### config.mk
export PLATFORM = sky130hd
export DESIGN_NAME = rv32i_trace_tx_flat
export DESIGN_NICKNAME = d
export VERILOG_FILES = /design/src/rtl/rv32i_trace_pkg.sv /design/src/rtl/rv32i_trace_tx_if.sv /design/src/rtl/trace_fifo.sv /design/src/rtl/rv32i_trace_tx.sv /design/src/flat_wrapper.sv
export SDC_FILE = /design/constraint.sdc
export NUM_CORES = 1
export LEC_CHECK = 0
export BUFFER_PORTS_ARGS = -buffer_cell sky130_fd_sc_hd__buf_2
export CORE_MARGIN = 2
export CORE_UTILIZATION = 25
export DETAILED_ROUTE_END_ITERATION = 7
export SYNTH_ARGS = -nofsm -noshare
export SYNTH_HDL_FRONTEND = slang
export SYNTH_SLANG_ARGS = --single-unit
### constraint.sdc
create_clock -name clk -period 5.41 [get_ports clk]
set_input_delay 0.541 -clock clk [delete_from_list [all_inputs] [get_ports clk]]
set_output_delay 0.541 -clock clk [all_outputs]
set_load 0.05 [all_outputs]
### src/rtl/rv32i_trace_pkg.sv
// Shared constants, header layout and FSM encoding for the RV32I retirement-trace transmitter.
package rv32i_trace_pkg;

    localparam int TRACE_W = 32;

    localparam logic [3:0] HDR_SYNC     = 4'hA;
    localparam int         HDR_SYNC_LSB = 28;
    localparam int         HDR_JMP_BIT  = 27;
    localparam int         HDR_RW_BIT   = 26;
    localparam int         HDR_MW_BIT   = 25;
    localparam int         HDR_LOST_BIT = 24;
    localparam int         HDR_RD_LSB   = 19;
    localparam int         HDR_SEQ_LSB  = 11;
    localparam int         HDR_DROP_LSB = 3;
    localparam int         HDR_CNT_LSB  = 0;

    localparam int MAX_PKT_LEN = 5;
    localparam int CNT_W       = $clog2(MAX_PKT_LEN + 1);

    typedef enum logic [2:0] {
        ST_IDLE  = 3'd0,
        ST_HDR   = 3'd1,
        ST_PC    = 3'd2,
        ST_WB    = 3'd3,
        ST_MADDR = 3'd4,
        ST_MDATA = 3'd5
    } trace_state_e;

    function automatic logic [TRACE_W-1:0] build_hdr(
        input logic             jmp,
        input logic             rw,
        input logic             mw,
        input logic [4:0]       rd,
        input logic [7:0]       seq,
        input logic [7:0]       drop,
        input logic [CNT_W-1:0] cnt
    );
        logic [TRACE_W-1:0] h;
        h = '0;
        h[HDR_SYNC_LSB +: 4]     = HDR_SYNC;
        h[HDR_JMP_BIT]           = jmp;
        h[HDR_RW_BIT]            = rw;
        h[HDR_MW_BIT]            = mw;
        h[HDR_LOST_BIT]          = (drop != 8'd0);
        h[HDR_RD_LSB +: 5]       = rd;
        h[HDR_SEQ_LSB +: 8]      = seq;
        h[HDR_DROP_LSB +: 8]     = drop;
        h[HDR_CNT_LSB +: CNT_W]  = cnt;
        return h;
    endfunction

endpackage

### src/rtl/rv32i_trace_tx_if.sv
// Retire-record input and trace-stream output bundle of the trace transmitter.
interface rv32i_trace_tx_if;
    import rv32i_trace_pkg::*;

    logic               i_ret_valid;
    logic               o_ret_ready;
    logic [TRACE_W-1:0] i_pc;
    logic [TRACE_W-1:0] i_instr;
    logic               i_reg_write;
    logic [4:0]         i_rd;
    logic [TRACE_W-1:0] i_wb_data;
    logic               i_mem_write;
    logic [TRACE_W-1:0] i_mem_addr;
    logic [TRACE_W-1:0] i_mem_wdata;
    logic               i_branch_taken;
    logic               i_jal;
    logic               i_jalr;
    logic [TRACE_W-1:0] o_tdata;
    logic               o_tvalid;
    logic               o_tlast;
    logic               i_tready;
    logic [7:0]         o_drop_cnt;

    // master is the transmitter; slave is the core/sink side driving it.
    modport master (
        input  i_ret_valid, i_pc, i_instr, i_reg_write, i_rd, i_wb_data,
               i_mem_write, i_mem_addr, i_mem_wdata, i_branch_taken, i_jal, i_jalr,
               i_tready,
        output o_ret_ready, o_tdata, o_tvalid, o_tlast, o_drop_cnt
    );

    modport slave (
        output i_ret_valid, i_pc, i_instr, i_reg_write, i_rd, i_wb_data,
               i_mem_write, i_mem_addr, i_mem_wdata, i_branch_taken, i_jal, i_jalr,
               i_tready,
        input  o_ret_ready, o_tdata, o_tvalid, o_tlast, o_drop_cnt
    );

endinterface

### src/rtl/trace_fifo.sv
// Synchronous show-ahead FIFO; head entry is read straight from the storage registers.
module trace_fifo #(
    parameter int WIDTH = 33,
    parameter int DEPTH = 8
) (
    input  logic             clk,
    input  logic             rst,
    input  logic             push,
    input  logic [WIDTH-1:0] push_data,
    output logic             push_ok,
    input  logic             pop,
    output logic [WIDTH-1:0] head_data,
    output logic             empty
);
    localparam int AW = $clog2(DEPTH);

    logic [WIDTH-1:0] mem_reg [DEPTH];
    logic [AW:0]      wr_ptr_reg;
    logic [AW:0]      rd_ptr_reg;
    logic             full;
    logic             do_pop;
    logic             do_push;

    assign empty   = (wr_ptr_reg == rd_ptr_reg);
    assign full    = (wr_ptr_reg[AW] != rd_ptr_reg[AW]) &&
                     (wr_ptr_reg[AW-1:0] == rd_ptr_reg[AW-1:0]);
    assign do_pop  = pop & ~empty;
    // A pop on the same edge frees the slot, so a full FIFO can still take a word.
    assign push_ok = ~full | do_pop;
    assign do_push = push & push_ok;

    always_ff @(posedge clk) begin
        if (!rst) begin
            wr_ptr_reg <= '0;
            rd_ptr_reg <= '0;
        end else begin
            if (do_push) wr_ptr_reg <= wr_ptr_reg + 1'b1;
            if (do_pop)  rd_ptr_reg <= rd_ptr_reg + 1'b1;
        end
    end

    always_ff @(posedge clk) begin
        if (do_push) mem_reg[wr_ptr_reg[AW-1:0]] <= push_data;
    end

    assign head_data = empty ? '0 : mem_reg[rd_ptr_reg[AW-1:0]];

endmodule

### src/rtl/rv32i_trace_tx.sv
// Captures one retire record per accepted instruction and serialises it as a framed 2..5 word packet.
module rv32i_trace_tx
    import rv32i_trace_pkg::*;
#(
    parameter int N          = 32,
    parameter int FIFO_DEPTH = 8
) (
    input logic             clk,
    input logic             rst,
    rv32i_trace_tx_if.master trc
);
    trace_state_e     state_reg;
    trace_state_e     state_next;
    logic [7:0]       seq_reg;
    logic [7:0]       drop_reg;
    logic [N-1:0]     hdr_reg;
    logic [N-1:0]     pc_reg;
    logic [N-1:0]     wb_reg;
    logic [N-1:0]     maddr_reg;
    logic [N-1:0]     mdata_reg;
    logic             rw_reg;
    logic             mw_reg;

    logic             accept;
    logic             drop;
    logic             push;
    logic             push_ok;
    logic             last_state;
    logic [N-1:0]     push_word;
    logic [N:0]       head_data;
    logic             fifo_empty;
    logic             ret_ready;
    logic             in_jmp;
    logic             in_rw;
    logic             in_mw;
    logic [CNT_W-1:0] in_cnt;
    logic             unused_instr;

    assign unused_instr = ^trc.i_instr;

    assign in_jmp = trc.i_branch_taken | trc.i_jal | trc.i_jalr;
    assign in_rw  = trc.i_reg_write & (trc.i_rd != 5'd0);
    assign in_mw  = trc.i_mem_write;
    assign in_cnt = CNT_W'(2) + CNT_W'(in_rw) + (in_mw ? CNT_W'(2) : CNT_W'(0));

    always_comb begin
        push_word  = '0;
        last_state = 1'b0;
        state_next = state_reg;
        case (state_reg)
            ST_IDLE: state_next = ST_IDLE;
            ST_HDR: begin
                push_word  = hdr_reg;
                state_next = ST_PC;
            end
            ST_PC: begin
                push_word  = pc_reg;
                last_state = ~rw_reg & ~mw_reg;
                state_next = rw_reg ? ST_WB : (mw_reg ? ST_MADDR : ST_IDLE);
            end
            ST_WB: begin
                push_word  = wb_reg;
                last_state = ~mw_reg;
                state_next = mw_reg ? ST_MADDR : ST_IDLE;
            end
            ST_MADDR: begin
                push_word  = maddr_reg;
                state_next = ST_MDATA;
            end
            ST_MDATA: begin
                push_word  = mdata_reg;
                last_state = 1'b1;
                state_next = ST_IDLE;
            end
            default: state_next = ST_IDLE;
        endcase
    end

    assign push      = (state_reg != ST_IDLE) & push_ok;
    // Ready in the last-word cycle lets the next packet start with no idle gap.
    assign ret_ready = (state_reg == ST_IDLE) | (last_state & push);
    assign accept    = trc.i_ret_valid & ret_ready;
    assign drop      = trc.i_ret_valid & ~ret_ready;

    always_ff @(posedge clk) begin
        if (!rst) begin
            state_reg <= ST_IDLE;
            seq_reg   <= 8'd0;
            drop_reg  <= 8'd0;
        end else begin
            if (accept)    state_reg <= ST_HDR;
            else if (push) state_reg <= state_next;

            if (accept) begin
                seq_reg  <= seq_reg + 8'd1;
                drop_reg <= 8'd0;
            end else if (drop && drop_reg != 8'hFF) begin
                drop_reg <= drop_reg + 8'd1;
            end
        end
    end

    always_ff @(posedge clk) begin
        if (accept) begin
            hdr_reg   <= build_hdr(in_jmp, in_rw, in_mw, trc.i_rd, seq_reg, drop_reg, in_cnt);
            pc_reg    <= trc.i_pc;
            wb_reg    <= trc.i_wb_data;
            maddr_reg <= trc.i_mem_addr;
            mdata_reg <= trc.i_mem_wdata;
            rw_reg    <= in_rw;
            mw_reg    <= in_mw;
        end
    end

    trace_fifo #(
        .WIDTH (N + 1),
        .DEPTH (FIFO_DEPTH)
    ) u_fifo (
        .clk       (clk),
        .rst       (rst),
        .push      (push),
        .push_data ({last_state, push_word}),
        .push_ok   (push_ok),
        .pop       (trc.i_tready),
        .head_data (head_data),
        .empty     (fifo_empty)
    );

    assign trc.o_ret_ready = ret_ready;
    assign trc.o_tvalid    = ~fifo_empty;
    assign trc.o_tdata     = head_data[N-1:0];
    assign trc.o_tlast     = head_data[N];
    assign trc.o_drop_cnt  = drop_reg;

endmodule

### src/flat_wrapper.sv
// flat-port wrapper written by rule: the top's interface ports become plain ports
module rv32i_trace_tx_flat import rv32i_trace_pkg::*;
#(
    parameter int N          = 32,
    parameter int FIFO_DEPTH = 8
)
  (clk, rst, trc_i_ret_valid, trc_i_pc, trc_i_instr, trc_i_reg_write, trc_i_rd, trc_i_wb_data, trc_i_mem_write, trc_i_mem_addr, trc_i_mem_wdata, trc_i_branch_taken, trc_i_jal, trc_i_jalr, trc_i_tready, trc_o_ret_ready, trc_o_tdata, trc_o_tvalid, trc_o_tlast, trc_o_drop_cnt);
  rv32i_trace_tx_if trc_i ();
  input logic clk;
  input logic rst;
  input wire logic [$bits(trc_i.i_ret_valid)-1:0] trc_i_ret_valid;
  input wire logic [$bits(trc_i.i_pc)-1:0] trc_i_pc;
  input wire logic [$bits(trc_i.i_instr)-1:0] trc_i_instr;
  input wire logic [$bits(trc_i.i_reg_write)-1:0] trc_i_reg_write;
  input wire logic [$bits(trc_i.i_rd)-1:0] trc_i_rd;
  input wire logic [$bits(trc_i.i_wb_data)-1:0] trc_i_wb_data;
  input wire logic [$bits(trc_i.i_mem_write)-1:0] trc_i_mem_write;
  input wire logic [$bits(trc_i.i_mem_addr)-1:0] trc_i_mem_addr;
  input wire logic [$bits(trc_i.i_mem_wdata)-1:0] trc_i_mem_wdata;
  input wire logic [$bits(trc_i.i_branch_taken)-1:0] trc_i_branch_taken;
  input wire logic [$bits(trc_i.i_jal)-1:0] trc_i_jal;
  input wire logic [$bits(trc_i.i_jalr)-1:0] trc_i_jalr;
  input wire logic [$bits(trc_i.i_tready)-1:0] trc_i_tready;
  output wire logic [$bits(trc_i.o_ret_ready)-1:0] trc_o_ret_ready;
  output wire logic [$bits(trc_i.o_tdata)-1:0] trc_o_tdata;
  output wire logic [$bits(trc_i.o_tvalid)-1:0] trc_o_tvalid;
  output wire logic [$bits(trc_i.o_tlast)-1:0] trc_o_tlast;
  output wire logic [$bits(trc_i.o_drop_cnt)-1:0] trc_o_drop_cnt;
  assign trc_i.i_ret_valid = trc_i_ret_valid;
  assign trc_i.i_pc = trc_i_pc;
  assign trc_i.i_instr = trc_i_instr;
  assign trc_i.i_reg_write = trc_i_reg_write;
  assign trc_i.i_rd = trc_i_rd;
  assign trc_i.i_wb_data = trc_i_wb_data;
  assign trc_i.i_mem_write = trc_i_mem_write;
  assign trc_i.i_mem_addr = trc_i_mem_addr;
  assign trc_i.i_mem_wdata = trc_i_mem_wdata;
  assign trc_i.i_branch_taken = trc_i_branch_taken;
  assign trc_i.i_jal = trc_i_jal;
  assign trc_i.i_jalr = trc_i_jalr;
  assign trc_i.i_tready = trc_i_tready;
  assign trc_o_ret_ready = trc_i.o_ret_ready;
  assign trc_o_tdata = trc_i.o_tdata;
  assign trc_o_tvalid = trc_i.o_tvalid;
  assign trc_o_tlast = trc_i.o_tlast;
  assign trc_o_drop_cnt = trc_i.o_drop_cnt;
  rv32i_trace_tx #(.N(N), .FIFO_DEPTH(FIFO_DEPTH)) u_core (.clk(clk), .rst(rst), .trc(trc_i));
endmodule
Word level (Yosys, flattened, before mapping)

Memory sizes are Yosys's and may differ from the RTL's. A register that Yosys moved wholly into a read port is not among the register bits.
Index checks and enable logic that the tools add are counted.

$add $sub $neg: 6
Eq/ne operators: 9
Mux-type cells: 13
Bitwise logic cells: 18
Reduce and logical (&&, ||, !) cells: 8

Operator list:

| cell                | number |
|---|---|
| $pmux 32 s5         | 1 |
| $mux 33             | 1 |
| $add 8x1->8 const B | 2 |
| $mux 3              | 4 |
| $pmux 3 s4          | 1 |
| $add 4x1->4 const B | 2 |
| $and 1x1->1         | 8 |
| $ne 8x8->1 const B  | 1 |
| $reduce_bool 8->1   | 1 |
| $eq 3x2->1 const B  | 2 |
| $eq 3x3->1 const B  | 2 |
| $not 1->1           | 6 |
| $reduce_bool 5->1   | 1 |
| $eq 4x4->1          | 1 |
| $mux 1              | 4 |
| $or 1x1->1          | 4 |
| $add 2x1->3 const A | 1 |
| $add 3x3->3         | 1 |
| $eq 3x1->1 const B  | 1 |
| $eq 3x3->1          | 1 |
| $logic_not 3->1     | 1 |
| $pmux 1 s3          | 1 |
| $reduce_bool 3->1   | 1 |
| $logic_and 1x1->1   | 2 |
| other kinds (4)     | 4 |

Bits in registers: 185
Bits in writable memories: 264
Bits of input ports: 174
Output and inout bits: 43
Word-level logic and storage cells: 68
Memories kept: 1

Memory list:

| memory                | depth | bits a word | read ports | clocked after Yosys merged registers in | write ports | RTL line         | text |
|---|---|---|---|---|---|---|---|
| u_core.u_fifo.mem_reg | 8     | 33          | 1          | 1                                       | 1           | trace_fifo.sv:17 | `logic [WIDTH-1:0] mem_reg [DEPTH];` |

Depth between registers and ports, before layout

Depth after elaboration: 10
Depth in mapped cells: 8
Mapped depth without buffers: 6

By module

A second synthesis with hierarchy kept.

Cells, all modules: 975
Area total of the unflattened synthesis: 17509.3 um^2

Modules (own cells, without submodules):

| module         | instances | cells an instance | area an instance (um^2) | sequential area each (um^2) |
|---|---|---|---|---|
| trace_fifo     | 1         | 505               | 10671.5                 | 8147.8 |
| rv32i_trace_tx | 1         | 470               | 6837.8                  | 5004.8 |

Least setup slack after synthesis

No wires, ideal clock.

Path type: register to register
Start point: reg u_core.u_fifo.wr_ptr_reg[0]
End point: reg u_core.hdr_reg[10], enable pin
Setup time: 507 ps
Arrival time: 4341 ps
Data required time: 4903 ps
Setup slack: 563 ps
Stages on the path, launching flop included: 8
Buffers on the path: 3
Clock period less this slack: 4847 ps
Cell sequence: dfxtp_1 -> buf_4 -> xnor2_1 -> and3_4 -> a211o_1 -> buf_6 -> buf_2 -> inv_1

Cells in the longest elaborated chain, start to end: 8
Elaborated cells between the ends (all ways): 11
Those cells by class: eq/ne: 2; bitwise: 8; reduce/logical: 1

Ends and longest elaborated chain:

| item                                           | RTL line                           | text |
|---|---|---|
| start: declaration                             | trace_fifo.sv:18                   | `logic [AW:0] wr_ptr_reg;` |
| start signal: assignment                       | trace_fifo.sv:37                   | `if (do_push) wr_ptr_reg <= wr_ptr_reg + 1'b1;` |
| $eq 4x4->1 or $eq 3x3->1 (tied branches)       | trace_fifo.sv:24, trace_fifo.sv:26 |  |
| $not 1->1 or $logic_and 1x1->1 (tied branches) | trace_fifo.sv:27, trace_fifo.sv:25 |  |
| $and 1x1->1 or $not 1->1 (tied branches)       | trace_fifo.sv:27, trace_fifo.sv:29 |  |
| $or 1x1->1 (*)                                 | trace_fifo.sv:29                   | `assign push_ok = ~full \| do_pop;` |
| $and 1x1->1 (*)                                | rv32i_trace_tx.sv:79               | `assign push = (state_reg != ST_IDLE) & push_ok;` |
| $and 1x1->1 (*)                                | rv32i_trace_tx.sv:81               | `assign ret_ready = (state_reg == ST_IDLE) \| (last_state & push);` |
| $or 1x1->1 (*)                                 | rv32i_trace_tx.sv:81               |  |
| $and 1x1->1 (*)                                | rv32i_trace_tx.sv:82               | `assign accept = trc.i_ret_valid & ret_ready;` |
| named net u_core.accept                        | rv32i_trace_tx.sv:24               | `logic accept;` |
| end signal: assignment                         | rv32i_trace_tx.sv:105              | `hdr_reg <= build_hdr(in_jmp, in_rw, in_mw, trc.i_rd, seq_reg, drop_reg, in_cnt);` |
| end: declaration                               | rv32i_trace_tx.sv:16               | `logic [N-1:0] hdr_reg;` |

The timed path passes the listed nets; every way through them passes the cells marked *.
A chain may end at the register's enable or synchronous reset.

Worst setup path in the final report

Start point: reg u_core.state_reg[2]
End point: out trc_o_ret_ready

Cells in the longest elaborated chain, start to end: 4
Elaborated cells between the ends (all ways): 9
Those cells by class: eq/ne: 3; mux: 1; bitwise: 3; reduce/logical: 2

Ends and longest elaborated chain:

| item                                      | RTL line                                   | text |
|---|---|---|
| start: declaration                        | rv32i_trace_tx.sv:12                       | `trace_state_e state_reg;` |
| start signal: assignment                  | rv32i_trace_tx.sv:92                       | `else if (push) state_reg <= state_next;` |
| $eq 3x3->1, or another cell as far along  | rv32i_trace_tx.sv:50                       | `case (state_reg)` |
| $pmux 1 s3 or $and 1x1->1 (tied branches) | rv32i_trace_tx.sv:50, rv32i_trace_tx.sv:79 |  |
| $and 1x1->1                               | rv32i_trace_tx.sv:81                       |  |
| $or 1x1->1 (*)                            | rv32i_trace_tx.sv:81                       |  |
| end: declaration                          | flat_wrapper.sv:24                         | `output wire logic [$bits(trc_i.o_ret_ready)-1:0] trc_o_ret_ready;` |

Mark *: on every way between the ends. The rest lies on a longest branch, timed or not.

==> results.json <==
{
  "worstSetupPathType": "reg -> out",
  "yosysSeqAreaShare": 0.758,
  "synth_seq_cells": 448,
  "ff2ff_setup_slack_ns": 2.07,
  "r2r_cells": 5,
  "synth_edf_count": 418,
  "gp_congestion": 0.729,
  "numCtsBuffers": 43,
  "cp_slowest_stage_delay_ns": 0.85,
  "grt_pass1_vias": 9658,
  "period_minus_slack_ns": 3.65,
  "min_period_over_period": 0.675,
  "cp-end-kind": "primary output",
  "overflow": 0,
  "timing.fmax_mhz": 274,
  "cts_resized": 0,
  "synthCells": 949,
  "rsz0062_at_grt": "false",
  "wl_per_cell_um": 19.1,
  "synth_top_area_share": 0.724,
  "num_vias": 9201,
  "layout-drive-gt1-share": 0.303,
  "worstSkewPairLatency_ns": 0.56,
  "dieArea_mm2": 0.0715,
  "drt_iter0_drc": 728,
  "antenna_found_initial": 7,
  "min_from": "trc_i_mem_addr[10]",
  "power_density_mw_per_mm2": 409,
  "syn_to_final_growth_pct": 20.1,
  "syn_nets": 1128,
  "final_core_util": 0.304,
  "yosysTopAreaCell": "edfxtp_1",
  "vias_per_cell": 4.36,
  "finalSetupViolCount": 0,
  "status": "finished, final reports clean",
  "die_y_um": 267,
  "cp_cell_sequence": "and3b_1 -> a311oi_2 -> a21oi_1 -> buf_2",
  "path_max_fanout": 26,
  "skew_ns": 0.0240,
  "clock_path_buffers": 3,
  "placed_area_mm2": 0.0194,
  "crit_slowest_cell": "dfxtp_2",
  "start_kind": "flip-flop",
  "dr.pass1.iters": 5,
  "numPortBuffers": 184,
  "multi_input_area_mm2": 0.00399,
  "r2r-start": "u_core.state_reg[2]",
  "cts_tree": "yes",
  "cts_hold_buf": 0,
  "grt_pass1_wl_mm": 59.8,
  "finalInstanceArea_mm2": 0.0208,
  "p_leak_nw": 6.79,
  "whs_path_depth": 1,
  "hp-class": "in -> reg",
  "ir_worst_vdd_mv": 0.274,
  "slew_viol_final": 0,
  "crit_family": "compound AO/OA/AOI/OAI gates",
  "yosysWarnings": 0,
  "whs_endpoint": "u_core.maddr_reg[10]",
  "syn-cell-area_mm2": 0.0173,
  "path_clk_slew_ns": 0.07,
  "postSynthAreaPerCell_um2": 18.3,
  "cp.depth": 4,
  "wl_mm": 40.2,
  "regArea_mm2": 0.0132,
  "largest_reg_flops": 264,
  "io-pin-count": 217,
  "htreeDepth": 2,
  "row_count": 96,
  "arrival_ns": 3.11,
  "grtUsageTotal": 0.111,
  "initial_core_util": 0.253,
  "drv_cap": 0,
  "fill_cells": 6715,
  "synth-main-ff-cell": "edfxtp_1",
  "ys_types": 48,
  "required_ns": 4.87,
  "cts_setup_buffers": 0,
  "cts-root-buf": "clkbuf_16",
  "r2r_end": "u_core.mdata_reg[18]",
  "core_mm2": 0.0686,
  "power_w": 0.00851,
  "fin_nets": 1323,
  "max_slew_margin": 0.264,
  "ys_async_sr_fraction": 0,
  "finalHoldViolCount": 0,
  "cts_sinks": 448,
  "crit_buf_inv": 1,
  "grt_max_degree": 94,
  "fin_tns_setup_ns": 0,
  "ant_nets": 0,
  "die_width_um": 267,
  "diodes": 0,
  "route.detailed.drc": 0,
  "synth_area_leaders": "edfxtp_1 (72%), mux4_2 (8.6%), mux2i_1 (3.8%)",
  "hpwl_mm": 26.3,
  "max_slew.worst_pin.slew_ns": 1.10
}
## through the flow
stage	instances	worst slack, ns	hold WS [ns]
2_1_floorplan	949	0.563	0.417
3_3_place_gp	2030	2.09	0.449
3_5_place_dp	2030	2.01	0.443
4_1_cts	2109	1.63	0.123
5_1_grt	2109	1.48	0.123
6_report	2109	1.76	0.151
## routing by layer
metal / wire length (um) / global-route usage / vias up
met1: 17800 / 0.148 / 4694
li1: - / - / 4194
met4: 668 / 0.0273 / 12
met2: 19700 / 0.186 / 235
met3: 1970 / 0.0212 / 66
met5: 79 / 0 / -
## worst max path at each step
stage	startpoint	end
floorplan	u_core.u_fifo.wr_ptr_reg[0]	u_core.hdr_reg[10]
finish	u_core.state_reg[2]	trc_o_ret_ready
global route	u_core.state_reg[2]	trc_o_ret_ready
global placement	u_core.state_reg[2]	u_core.mdata_reg[11]
CTS	flip-flop	trc_o_tdata[19]
detailed placement	u_core.state_reg[2]	u_core.wb_reg[13]
## power by group
| part | switching (W) | total (W) | internal (W) |
|---|---|---|---|
| sequential | 0.000111 | 0.00412 | 0.00401 |
| combinational | 0.000966 | 0.00144 | 0.000474 |
| clock | 0.00129 | 0.00295 | 0.00166 |
## cell usage in the layout, fill, tap and decap left out, types with 5 or more instances in the layout
master / synthesis / routed
edfxtp_1: 418 / 418
dfxtp_1: 30 / 24
nand3_1: 8 / 8
a221oi_1: 27 / 27
a21oi_1: 72 / 71
ha_1: 5 / 5
clkbuf_1: 30 / 8
clkinv_1: 1 / 7
dfxtp_2: 0 / 5
inv_1: 8 / 7
xnor2_1: 7 / 7
nand2_1: 16 / 16
buf_2: 12 / 184
mux2i_1: 66 / 66
a22oi_1: 5 / 5
nand2b_1: 5 / 5
or3_1: 15 / 15
mux4_2: 66 / 66
nor3_1: 10 / 6
clkinv_2: 0 / 6
buf_4: 1 / 19
o21ai_0: 15 / 15
nand4_1: 6 / 6
clkbuf_8: 0 / 6
nor2_1: 74 / 72
clkbuf_16: 0 / 43
## kinds of logic (layout without fill, tap and decap cells)
group                      after synthesis  count (layout)  synth area share
and+or+nand+nor                        154             154            0.0429
DFF                                    448             448             0.758
buffers and inverters                   63             292            0.0160
AOI/OAI and AO/OA                      135             135            0.0488
xor gates and xnor gates                10              10           0.00505
muxes                                  134             134             0.125
adders and majority gates                5               5           0.00361
## synth_stat cells (all sizes together) (6+ instances only)
cell    instances
buf            24
mux4           66
clkbuf         30
nor2b           6
nand3           8
xnor2           7
a221oi         27
nand4           6
nor2           74
or3            15
nor3           11
edfxtp        418
dfxtp          30
o21ai          15
a21oi          72
mux2i          66
inv             8
nand2          16
## cell type report
cell class | instances | area share
Inverter | 9 | 0.00186
Clock buffer | 57 | 0.0571
Timing Repair Buffer | 204 | 0.0520
Sequential cell | 448 | 0.632
Tap cell | 931 | 0.0559
Clock inverter | 22 | 0.00979
Multi-Input combinational cell | 438 | 0.192
Power figures use the tool's default switching activity.
